$ cat src/rtl/bp_me_stream_arb_pkg.sv
// Shared types for the BedRock stream arbiter: FSM states, the mem header
// layout and a safe clog2 helper for sizing index and counter fields.
package bp_me_stream_arb_pkg;

  localparam int paddr_width_gp     = 40;
  localparam int lce_id_width_gp    = 4;
  localparam int lce_assoc_gp       = 8;
  localparam int dword_width_gp     = 64;
  localparam int cce_block_width_gp = 512;

  typedef enum logic {
    e_idle,
    e_locked
  } bp_me_stream_arb_state_e;

  typedef struct packed {
    logic [3:0]                      msg_type;
    logic [3:0]                      subop;
    logic [paddr_width_gp-1:0]       addr;
    logic [2:0]                      size;
    logic [lce_id_width_gp-1:0]      lce_id;
    logic [$clog2(lce_assoc_gp)-1:0] way_id;
  } bp_bedrock_mem_header_s;

  localparam int xce_mem_msg_header_width_gp = $bits(bp_bedrock_mem_header_s);

  // Never returns 0, so single-entry quantities still get a 1-bit field
  function automatic int safe_clog2(input int x);
    return (x <= 1) ? 1 : $clog2(x);
  endfunction

endpackage

$ cat src/rtl/bp_me_stream_arb_buffer.sv
// Two-entry ready/valid FIFO that registers the arbiter's shared output channel.
// Ready depends only on the registered occupancy; a full buffer never bypasses.
module bp_me_stream_arb_buffer #(
  parameter int width_p = 8
) (
  input  logic               clk_i,
  input  logic               reset_n_i,
  input  logic [width_p-1:0] data_i,
  input  logic               v_i,
  output logic               ready_and_o,
  output logic [width_p-1:0] data_o,
  output logic               v_o,
  input  logic               ready_and_i
);

  logic [1:0][width_p-1:0] mem_r;
  logic                    wr_ptr_r, rd_ptr_r;
  logic [1:0]              count_r, count_n;
  logic                    enq, deq;

  assign ready_and_o = (count_r != 2'd2);
  assign v_o         = (count_r != 2'd0);
  assign data_o      = mem_r[rd_ptr_r];
  assign enq         = v_i & ready_and_o;
  assign deq         = v_o & ready_and_i;

  always_comb begin
    count_n = count_r;
    case ({enq, deq})
      2'b10:   count_n = count_r + 2'd1;
      2'b01:   count_n = count_r - 2'd1;
      default: count_n = count_r;
    endcase
  end

  // Entries are cleared on reset so the idle head reads as all zeros
  always_ff @(posedge clk_i or negedge reset_n_i) begin
    if (!reset_n_i) begin
      mem_r    <= '0;
      wr_ptr_r <= 1'b0;
      rd_ptr_r <= 1'b0;
      count_r  <= 2'd0;
    end else begin
      if (enq) begin
        mem_r[wr_ptr_r] <= data_i;
        wr_ptr_r        <= ~wr_ptr_r;
      end
      if (deq) begin
        rd_ptr_r <= ~rd_ptr_r;
      end
      count_r <= count_n;
    end
  end

endmodule

$ cat src/rtl/bp_me_stream_arb.sv
// Round-robin, wormhole-locked arbiter merging num_req_p BedRock streams onto
// one buffered output; a winner keeps the channel until its last beat transfers.
module bp_me_stream_arb
  import bp_me_stream_arb_pkg::*;
#(
  parameter  int num_req_p                   = 2,
  parameter  int stream_data_width_p         = dword_width_gp,
  parameter  int block_width_p               = cce_block_width_gp,
  localparam int xce_mem_msg_header_width_lp = xce_mem_msg_header_width_gp,
  localparam int stream_words_lp             = block_width_p / stream_data_width_p,
  localparam int req_id_width_lp             = safe_clog2(num_req_p),
  localparam int beat_cnt_width_lp           = safe_clog2(stream_words_lp + 1)
) (
  input  logic                                             clk_i,
  input  logic                                             reset_n_i,
  input  logic [num_req_p*xce_mem_msg_header_width_lp-1:0] in_header_i,
  input  logic [num_req_p*stream_data_width_p-1:0]         in_data_i,
  input  logic [num_req_p-1:0]                             in_v_i,
  input  logic [num_req_p-1:0]                             in_last_i,
  output logic [num_req_p-1:0]                             in_ready_and_o,
  output logic [xce_mem_msg_header_width_lp-1:0]           out_header_o,
  output logic [stream_data_width_p-1:0]                   out_data_o,
  output logic                                             out_last_o,
  output logic [req_id_width_lp-1:0]                       out_src_o,
  output logic                                             out_v_o,
  input  logic                                             out_ready_and_i,
  output logic                                             err_o
);

  localparam int hw_lp        = xce_mem_msg_header_width_lp;
  localparam int buf_width_lp = req_id_width_lp + 1 + hw_lp + stream_data_width_p;

  bp_me_stream_arb_state_e state_r, state_n;

  logic [req_id_width_lp-1:0]   grant_r, rr_ptr_r, pick_id, sel_id, next_ptr;
  logic [beat_cnt_width_lp-1:0] beat_cnt_r;
  logic [hw_lp-1:0]             hdr_r, sel_hdr;
  logic [stream_data_width_p-1:0] sel_data;
  logic                         err_r, pick_v, sel_v, sel_last, xfer, buf_ready;
  logic                         over_err, hdr_err;
  logic [buf_width_lp-1:0]      buf_data_li, buf_data_lo;

  logic [hw_lp-1:0]               hdr_arr  [num_req_p];
  logic [stream_data_width_p-1:0] data_arr [num_req_p];

  always_comb begin
    for (int i = 0; i < num_req_p; i++) begin
      hdr_arr[i]  = in_header_i[i*hw_lp +: hw_lp];
      data_arr[i] = in_data_i[i*stream_data_width_p +: stream_data_width_p];
    end
  end

  // Priority-rotate: walk offsets from far to near so the nearest valid to rr_ptr_r wins
  always_comb begin
    int idx;
    idx     = 0;
    pick_v  = 1'b0;
    pick_id = '0;
    for (int i = num_req_p - 1; i >= 0; i--) begin
      idx = int'(rr_ptr_r) + i;
      if (idx >= num_req_p) idx = idx - num_req_p;
      if (in_v_i[idx]) begin
        pick_v  = 1'b1;
        pick_id = req_id_width_lp'(idx);
      end
    end
  end

  assign sel_id   = (state_r == e_locked) ? grant_r : pick_id;
  assign sel_v    = (state_r == e_locked) ? in_v_i[grant_r] : pick_v;
  assign sel_last = in_last_i[sel_id];
  assign sel_hdr  = hdr_arr[sel_id];
  assign sel_data = data_arr[sel_id];
  assign xfer     = sel_v & buf_ready;
  assign next_ptr = (sel_id == req_id_width_lp'(num_req_p - 1))
                  ? '0 : sel_id + req_id_width_lp'(1);

  assign over_err = xfer & ~sel_last & (beat_cnt_r >= beat_cnt_width_lp'(stream_words_lp));
  assign hdr_err  = xfer & (state_r == e_locked) & (sel_hdr != hdr_r);

  always_ff @(posedge clk_i or negedge reset_n_i) begin
    if (!reset_n_i) state_r <= e_idle;
    else            state_r <= state_n;
  end

  always_comb begin
    state_n = state_r;
    case (state_r)
      e_idle:   if (xfer & ~sel_last) state_n = e_locked;
      e_locked: if (xfer &  sel_last) state_n = e_idle;
      default:  state_n = e_idle;
    endcase
  end

  always_comb begin
    in_ready_and_o = '0;
    if (state_r == e_locked)  in_ready_and_o[grant_r] = buf_ready;
    else if (pick_v)          in_ready_and_o[pick_id] = buf_ready;
  end

  // The beat counter saturates one past the limit so a runaway message cannot wrap it
  always_ff @(posedge clk_i or negedge reset_n_i) begin
    if (!reset_n_i) begin
      grant_r    <= '0;
      rr_ptr_r   <= '0;
      beat_cnt_r <= '0;
      hdr_r      <= '0;
      err_r      <= 1'b0;
    end else begin
      err_r <= err_r | over_err | hdr_err;
      if (xfer) begin
        if (state_r == e_idle) begin
          if (sel_last) begin
            rr_ptr_r <= next_ptr;
          end else begin
            grant_r    <= sel_id;
            beat_cnt_r <= beat_cnt_width_lp'(1);
            hdr_r      <= sel_hdr;
          end
        end else if (sel_last) begin
          rr_ptr_r   <= next_ptr;
          beat_cnt_r <= '0;
        end else if (beat_cnt_r <= beat_cnt_width_lp'(stream_words_lp)) begin
          beat_cnt_r <= beat_cnt_r + beat_cnt_width_lp'(1);
        end
      end
    end
  end

  assign err_o       = err_r;
  assign buf_data_li = {sel_id, sel_last, sel_hdr, sel_data};

  bp_me_stream_arb_buffer #(
    .width_p (buf_width_lp)
  ) u_buffer (
    .clk_i       (clk_i),
    .reset_n_i   (reset_n_i),
    .data_i      (buf_data_li),
    .v_i         (sel_v),
    .ready_and_o (buf_ready),
    .data_o      (buf_data_lo),
    .v_o         (out_v_o),
    .ready_and_i (out_ready_and_i)
  );

  assign {out_src_o, out_last_o, out_header_o, out_data_o} = buf_data_lo;

endmodule

$ cat config.mk
export PLATFORM = sky130hd
export DESIGN_NAME = bp_me_stream_arb
export DESIGN_NICKNAME = d
export VERILOG_FILES = /design/src/rtl/bp_me_stream_arb_pkg.sv /design/src/rtl/bp_me_stream_arb_buffer.sv /design/src/rtl/bp_me_stream_arb.sv
export SDC_FILE = /design/constraint.sdc
export NUM_CORES = 1
export LEC_CHECK = 0
export BUFFER_PORTS_ARGS = -buffer_cell sky130_fd_sc_hd__buf_2
export CAP_MARGIN = 20
export CORE_ASPECT_RATIO = 1.75
export CORE_MARGIN = 4
export CORE_UTILIZATION = 54
export CTS_CLUSTER_DIAMETER = 120
export DETAILED_ROUTE_END_ITERATION = 10
export GPL_ROUTABILITY_DRIVEN = 0
export PLACE_DENSITY = 0.85
export SLEW_MARGIN = 10
export SYNTH_ARGS = -nofsm -noshare
export SYNTH_HDL_FRONTEND = slang
export SYNTH_SLANG_ARGS = --single-unit
$ cat constraint.sdc
create_clock -name clk_i -period 2.5 [get_ports clk_i]
set_input_delay 0.5 -clock clk_i [delete_from_list [all_inputs] [get_ports clk_i]]
set_output_delay 0.5 -clock clk_i [all_outputs]
set_load 0.02 [all_outputs]
# Word level (Yosys, flattened, before mapping)
# Cells that the tools add are included.
[classes] addsub=7 magnitude_cmp=15 n_eq_ne=6 muxes=44 n_bitwise=16 reduce_logical=8
[ops] cell="$mux W124" count=3
[ops] cell="$bwmux W248" count=1
[ops] cell="$mux W64" count=3
[ops] cell="$mux W58" count=3
[ops] cell="$demux W124 S1" count=1
[ops] cell="$lt A32 B3 Y1 const B" count=2
[ops] cell="$mux W32" count=2
[ops] cell="$ne A58 B58 Y1" count=1
[ops] cell="$mux W1" count=21
[ops] cell="$mux W4" count=4
[ops] cell="$lt A1 B2 Y1 const B" count=5
[ops] cell="$and A1 B1 Y1" count=7
[ops] cell="$reduce_and A3 Y1" count=2
[ops] cell="$add A4 B1 Y4 const B" count=1
[ops] cell="$and A2 B2 Y2" count=2
[ops] cell="$ge A2 B2 Y1 const B" count=2
[ops] cell="$ge A4 B4 Y1 const B" count=1
[ops] cell="$le A4 B4 Y1 const B" count=1
[ops] cell="$mux W2" count=2
[ops] cell="$ne A2 B2 Y1 const B" count=2
[ops] cell="$not A1 Y1" count=4
[ops] cell="$pmux W2 S2" count=1
[ops] cell="$reduce_bool A2 Y1" count=2
[ops] cell="$ge A1 B1 Y1 const B" count=3
[ops] cell="16 further kinds" count=20
[word_totals] reg_bits=318 inputBits=251 out_inout_bits=128 elab_cells=107

# Logic depth before layout (Yosys ltp)
[logic_depth] word_depth=16 mapped_depth=10 ltp_nobuf=8

# By module
# Synthesis repeated with hierarchy kept, for this count alone.
[hier_totals] hier_cells=1463 area_unflattened_um2=16891.2
[modules_own_cells] module="bp_me_stream_arb_buffer" n_inst=1 cells_per_inst=679 area_per_inst_um2=11375.9 seq_area_each_um2=6306.0
[modules_own_cells] module="bp_me_stream_arb" n_inst=1 cells_per_inst=784 area_per_inst_um2=5515.3 seq_area_each_um2=1651.6

# Worst setup path after synthesis
# OpenSTA, ideal clock, no wires.
[synth_path] kind="input to output" start="input port in_v_i[0]" end="output port in_ready_and_o[0]" arrival_time_ns=1.946 required_ns=2.000 setup_slack_ns=0.054 cell_stages=6 path_buffers=3 cell_sequence="nor2b_1 o21ai_1 buf_6 buf_2 buf_1 a211oi_1"
[synth_between] elab_chain_cells=12 word_cells_on_any_way=18 classes_between="order compare (2); mux (14); bitwise (1); reduce/logical (1)"
[synth_lines] item="start, declared" line_no="bp_me_stream_arb.sv:18" text="input logic [num_req_p-1:0] in_v_i,"
[synth_lines] item="$mux W1 (not written as such) (3 in a row)" line_no="bp_me_stream_arb.sv:62" text="if (in_v_i[idx]) begin"
[synth_lines] item="$mux W1 (2 in a row)" line_no="bp_me_stream_arb.sv:62"
[synth_lines] item="$lt A1 B2 Y1 (not written as such) or $ge A1 B1 Y1 (tied branches)" line_no="bp_me_stream_arb.sv:98" text="else if (pick_v) in_ready_and_o[pick_id] = buf_ready;"
[synth_lines] item="$logic_and A1 B1 Y1 (not written as such)" line_no="bp_me_stream_arb.sv:98"
[synth_lines] item="$mux W1 (not written as such)" line_no="bp_me_stream_arb.sv:98"
[synth_lines] item="$demux W1 S1" line_no="bp_me_stream_arb.sv:98"
[synth_lines] item="$and A2 B2 Y2 (no source line)"
[synth_lines] item="$mux W2 *" line_no="bp_me_stream_arb.sv:98"
[synth_lines] item="$mux W2 *" line_no="bp_me_stream_arb.sv:97" text="if (state_r == e_locked) in_ready_and_o[grant_r] = buf_ready;"
[synth_lines] item="end, declared" line_no="bp_me_stream_arb.sv:20" text="output logic [num_req_p-1:0] in_ready_and_o,"
# Mark *: on every way between the ends. The rest lies on a longest branch, timed or not. The select of a mux whose other input is x is not followed.

# Final worst setup path
[layout_path] start="register u_buffer.rd_ptr_r" end="output port out_header_o[14]"
[layout_between] elab_chain_cells=2
[layout_lines] item="start, declared" line_no="bp_me_stream_arb_buffer.sv:17" text="logic wr_ptr_r, rd_ptr_r;"
[layout_lines] item="start signal, assigned" line_no="bp_me_stream_arb_buffer.sv:49" text="rd_ptr_r <= ~rd_ptr_r;"
[layout_lines] item="$mux W124 (not written as such) (2 in a row)" line_no="bp_me_stream_arb_buffer.sv:23" text="assign data_o = mem_r[rd_ptr_r];"
[layout_lines] item="end, declared" line_no="bp_me_stream_arb.sv:21" text="output logic [xce_mem_msg_header_width_lp-1:0] out_header_o,"
# No other way between the ends. The select of a mux whose other input is x is not followed.

==> impl_metrics.json <==
{
  "period_share_pct": 98.91,
  "pwr-share-comb_pct": 53.9,
  "tns_ns": 0,
  "fillers": 1978,
  "rows": 81,
  "setup_slack_ns": 0.02730,
  "met3_length_mm": 3.604,
  "p_seq_share_pct": 30.5,
  "drtAntennaViolNets": 0,
  "die-area_mm2": 0.03144,
  "yosys.area_share.simple_pct": 10.12,
  "r2r_cells": 12,
  "drt_pass1_iterations": 5,
  "wire_per_inst_um": 20.78,
  "setup.worst_path.end": "out_header_o[14]",
  "ctsHtreeMaxLevel": 1,
  "yosysSeqAreaShare_pct": 51.59,
  "net-switching-power_mw": 13.40,
  "synth_top_family_by_area": "multiplexers",
  "post-route-min-period_ns": 2.473,
  "critPathMaxFanout": 24,
  "p_sw_share_pct": 43.51,
  "vias_per_cell": 5.830,
  "synth_edf_count": 0,
  "clock-sinks": 318,
  "gr-total-overflow": 0,
  "yosys_warnings": 0,
  "drc_errors": 0,
  "grt_setup_unrepaired": "true",
  "io_buffers": 378,
  "setup_viol": 0,
  "critPathKind": "reg -> out",
  "finalNetCount": 2212,
  "core_mm2": 0.02807,
  "clkTransAtPathRegs_ns": 0.07,
  "clkLatencyLatePin_ns": 0.58,
  "multi_input_area_mm2": 0.006827,
  "met1_length_mm": 16.19,
  "die_h_um": 231.6,
  "vias": 13750,
  "finalHoldViolCount": 0,
  "r2r-end": "hdr_r[5]",
  "pre_cts_slack_ns": -0.1259,
  "track_usage_pct": 30.00,
  "syn_area_mm2": 0.01542,
  "reg2reg_slack_ns": 0.11,
  "clockRootBuffer": "clkbuf_16",
  "max_slew_margin_pct": 62.94,
  "drive_above_1_share_pct": 33.74,
  "cap_violations": 0,
  "fmaxAchievable_mhz": 404.4,
  "worstPathArrival_ns": 1.97,
  "tightest_slew_ns": 0.5559,
  "initial_core_util_pct": 54.94,
  "synthMuxAreaShare_pct": 16.22,
  "syn_inst": 1553,
  "status": "completed",
  "p_int_mw": 17.39,
  "drtIter0Drc": 888,
  "ir_worst_vdd_mv": 0.9095,
  "synth-compound-area-share_pct": 14.42,
  "clock_path_buffers": 3,
  "end_kind": "output port",
  "p_total_mw": 30.79,
  "grt_pass1_wl_mm": 73.54,
  "clkPwrFrac_pct": 15.6,
  "synth-main-ff-cell": "dfrtp_1",
  "syn_nets": 1807,
  "top_layer": "met5",
  "worstPathRequired_ns": 2.00,
  "die_width_um": 135.8,
  "register_area_mm2": 0.007961,
  "power_density_mw_per_mm2": 1572,
  "finalClockSkew_ns": 0.01918,
  "totalWireLength_mm": 49.01,
  "wl_met2_mm": 24.77,
  "grt_max_degree": 115,
  "whs_path_depth": 3,
  "cts_tree": "done",
  "ys_ff_latch": 318,
  "startpoint": "u_buffer.rd_ptr_r",
  "area_growth_syn_to_layout_pct": 27.04,
  "synth_xor_area_share_pct": 2.783,
  "hold_path.class": "in -> reg",
  "synthDistinctLibCells": 54,
  "async_reset_ff_share_pct": 100.0,
  "leakagePower_nw": 9.052,
  "antenna_found_initial": 12,
  "start_kind": "flip-flop",
  "dpl.hpwl_mm": 34.66,
  "drv_slew": 0,
  "numCtsBuffers": 29,
  "synth_fa_ha_area_share_pct": 0.2434,
  "grt_pass1_vias": 14180,
  "num_io_pins": 379,
  "avgSynthCellArea_um2": 9.931
}
[worst min-delay path by stage]
stage                                    from                  end  slack, ns
after CTS                       in_data_i[95]   u_buffer.mem_r[31]       0.21
after floorplan                     reset_n_i            async pin       0.20
final                          in_data_i[126]   u_buffer.mem_r[62]       0.23
after detailed placement  u_buffer.count_r[1]  u_buffer.count_r[1]       0.48
after global placement    u_buffer.count_r[1]  u_buffer.count_r[1]       0.46
after global routing            in_data_i[62]   u_buffer.mem_r[62]       0.25
[worst max-delay path, cell delays in order (launching register included)]
cell and delay [ns]:
dfrtp_4 0.47, buf_6 0.14, buf_16 0.20, mux2_2 0.40
buf_2 0.17
[cell usage after synthesis (all sizes together) (2+ instances only)]
cell type,count,area share [%]
xor2,41,2.3
a222oi,5,0.32
mux2,126,9.2
buf,77,2.7
a21oi,331,11
and2,2,0.081
nor2b,6,0.24
clkbuf,23,0.56
mux2i,107,7.0
o221ai,4,0.23
o41ai,2,0.11
o211ai,3,0.15
dfrtp,318,52
nand2,13,0.32
o21ai,11,0.36
nand4,5,0.20
a2111oi,4,0.23
nand3,2,0.065
a41oi,2,0.11
a221oi,7,0.40
a211oi,2,0.097
nor4,10,0.41
nor3,5,0.27
nor2,336,8.2
inv,57,1.4
a22oi,6,0.29
xnor2,8,0.45
o22ai,19,0.77
nand2b,3,0.12
ha,3,0.24
[kinds of logic after synthesis]
kind of cell / after synthesis
buffers and inverters: 157
AND/OR/NAND/NOR: 387
adder cells (fa/ha/maj): 3
AO/OA/AOI/OAI: 406
multiplexers: 233
flip-flops: 318
XOR/XNOR: 49
[metal layers]
layer / vias to the layer above / global-route usage [%]
li1: 6197 / -
met1: 6542 / 31.90
met2: 776 / 51.82
met3: 231 / 4.887
met4: 6 / 23.99
met5: - / 0
[cells in the final DEF (no fill, tap or decap), types with 4 or more instances in the layout]
| master | instances |
|---|---|
| clkinv_2 | 4 |
| a221oi_1 | 7 |
| buf_16 | 4 |
| xnor2_1 | 8 |
| o221ai_1 | 4 |
| mux2i_1 | 105 |
| o21ai_0 | 10 |
| buf_2 | 371 |
| nand2_1 | 12 |
| a222oi_1 | 5 |
| nand4_1 | 5 |
| o22ai_1 | 19 |
| a21oi_1 | 329 |
| xor2_1 | 41 |
| mux2_4 | 5 |
| diode_2 | 9 |
| clkbuf_16 | 31 |
| a22oi_1 | 6 |
| clkbuf_8 | 9 |
| nor2b_1 | 6 |
| nor4_1 | 10 |
| bufinv_16 | 4 |
| dfrtp_1 | 317 |
| nor2_1 | 335 |
| buf_4 | 65 |
| buf_12 | 20 |
| inv_1 | 55 |
| mux2_2 | 121 |
| buf_6 | 8 |
[stage by stage]
step	hold slack [ns]	cell area (um^2)	utilization, %	instances
2_1_floorplan	0.2044	15420	-	1553
3_3_place_gp	0.4643	18200	64.83	2285
3_5_place_dp	0.4785	18200	64.83	2285
4_1_cts	0.2103	19410	69.15	2344
5_1_grt	0.2459	19590	69.80	2359
6_report	0.2317	19590	69.80	2359
[registers in the layout, summed over array words and instances (netlist names), named ones only]
register / flops
u_buffer.mem_r: 248
hdr_r: 58
beat_cnt_r: 4
u_buffer.count_r: 2
err_o: 1
grant_r: 1
rr_ptr_r: 1
u_buffer.rd_ptr_r: 1
u_buffer.wr_ptr_r: 1
[layout make-up]
type	instances	area share, %
antenna	9	0.1149
clock buffer	40	4.374
clock inverter	10	0.8174
inverter	57	1.092
multi-input combinational	1078	34.84
sequential	318	40.63
tap	373	2.382
timing repair buffer	474	15.75
[power by group through the flow]
| stage | sequential, mW | clock (mW) | combinational (mW) |
|---|---|---|---|
| floorplan | 8.89 | 0 | 10.8 |
| global placement | 9.19 | 0 | 15.1 |
| detailed placement | 9.41 | 0 | 15.6 |
| CTS | 9.33 | 4.84 | 16.3 |
| global route | 9.65 | 5.07 | 17.8 |
| finish | 9.39 | 4.79 | 16.6 |
[timing repair]
item / in CTS / in global routing
pin swaps: 0 / 1
hold endpoints to repair: 60 / 0
gates cloned: 3 / 2
endpoints found under the setup margin: 59 / 41
hold buffers: 1 / 0
gates resized for setup: 10 / 20
buffers inserted: 5 / 4
Note: power is estimated with default switching activity, not from simulation.
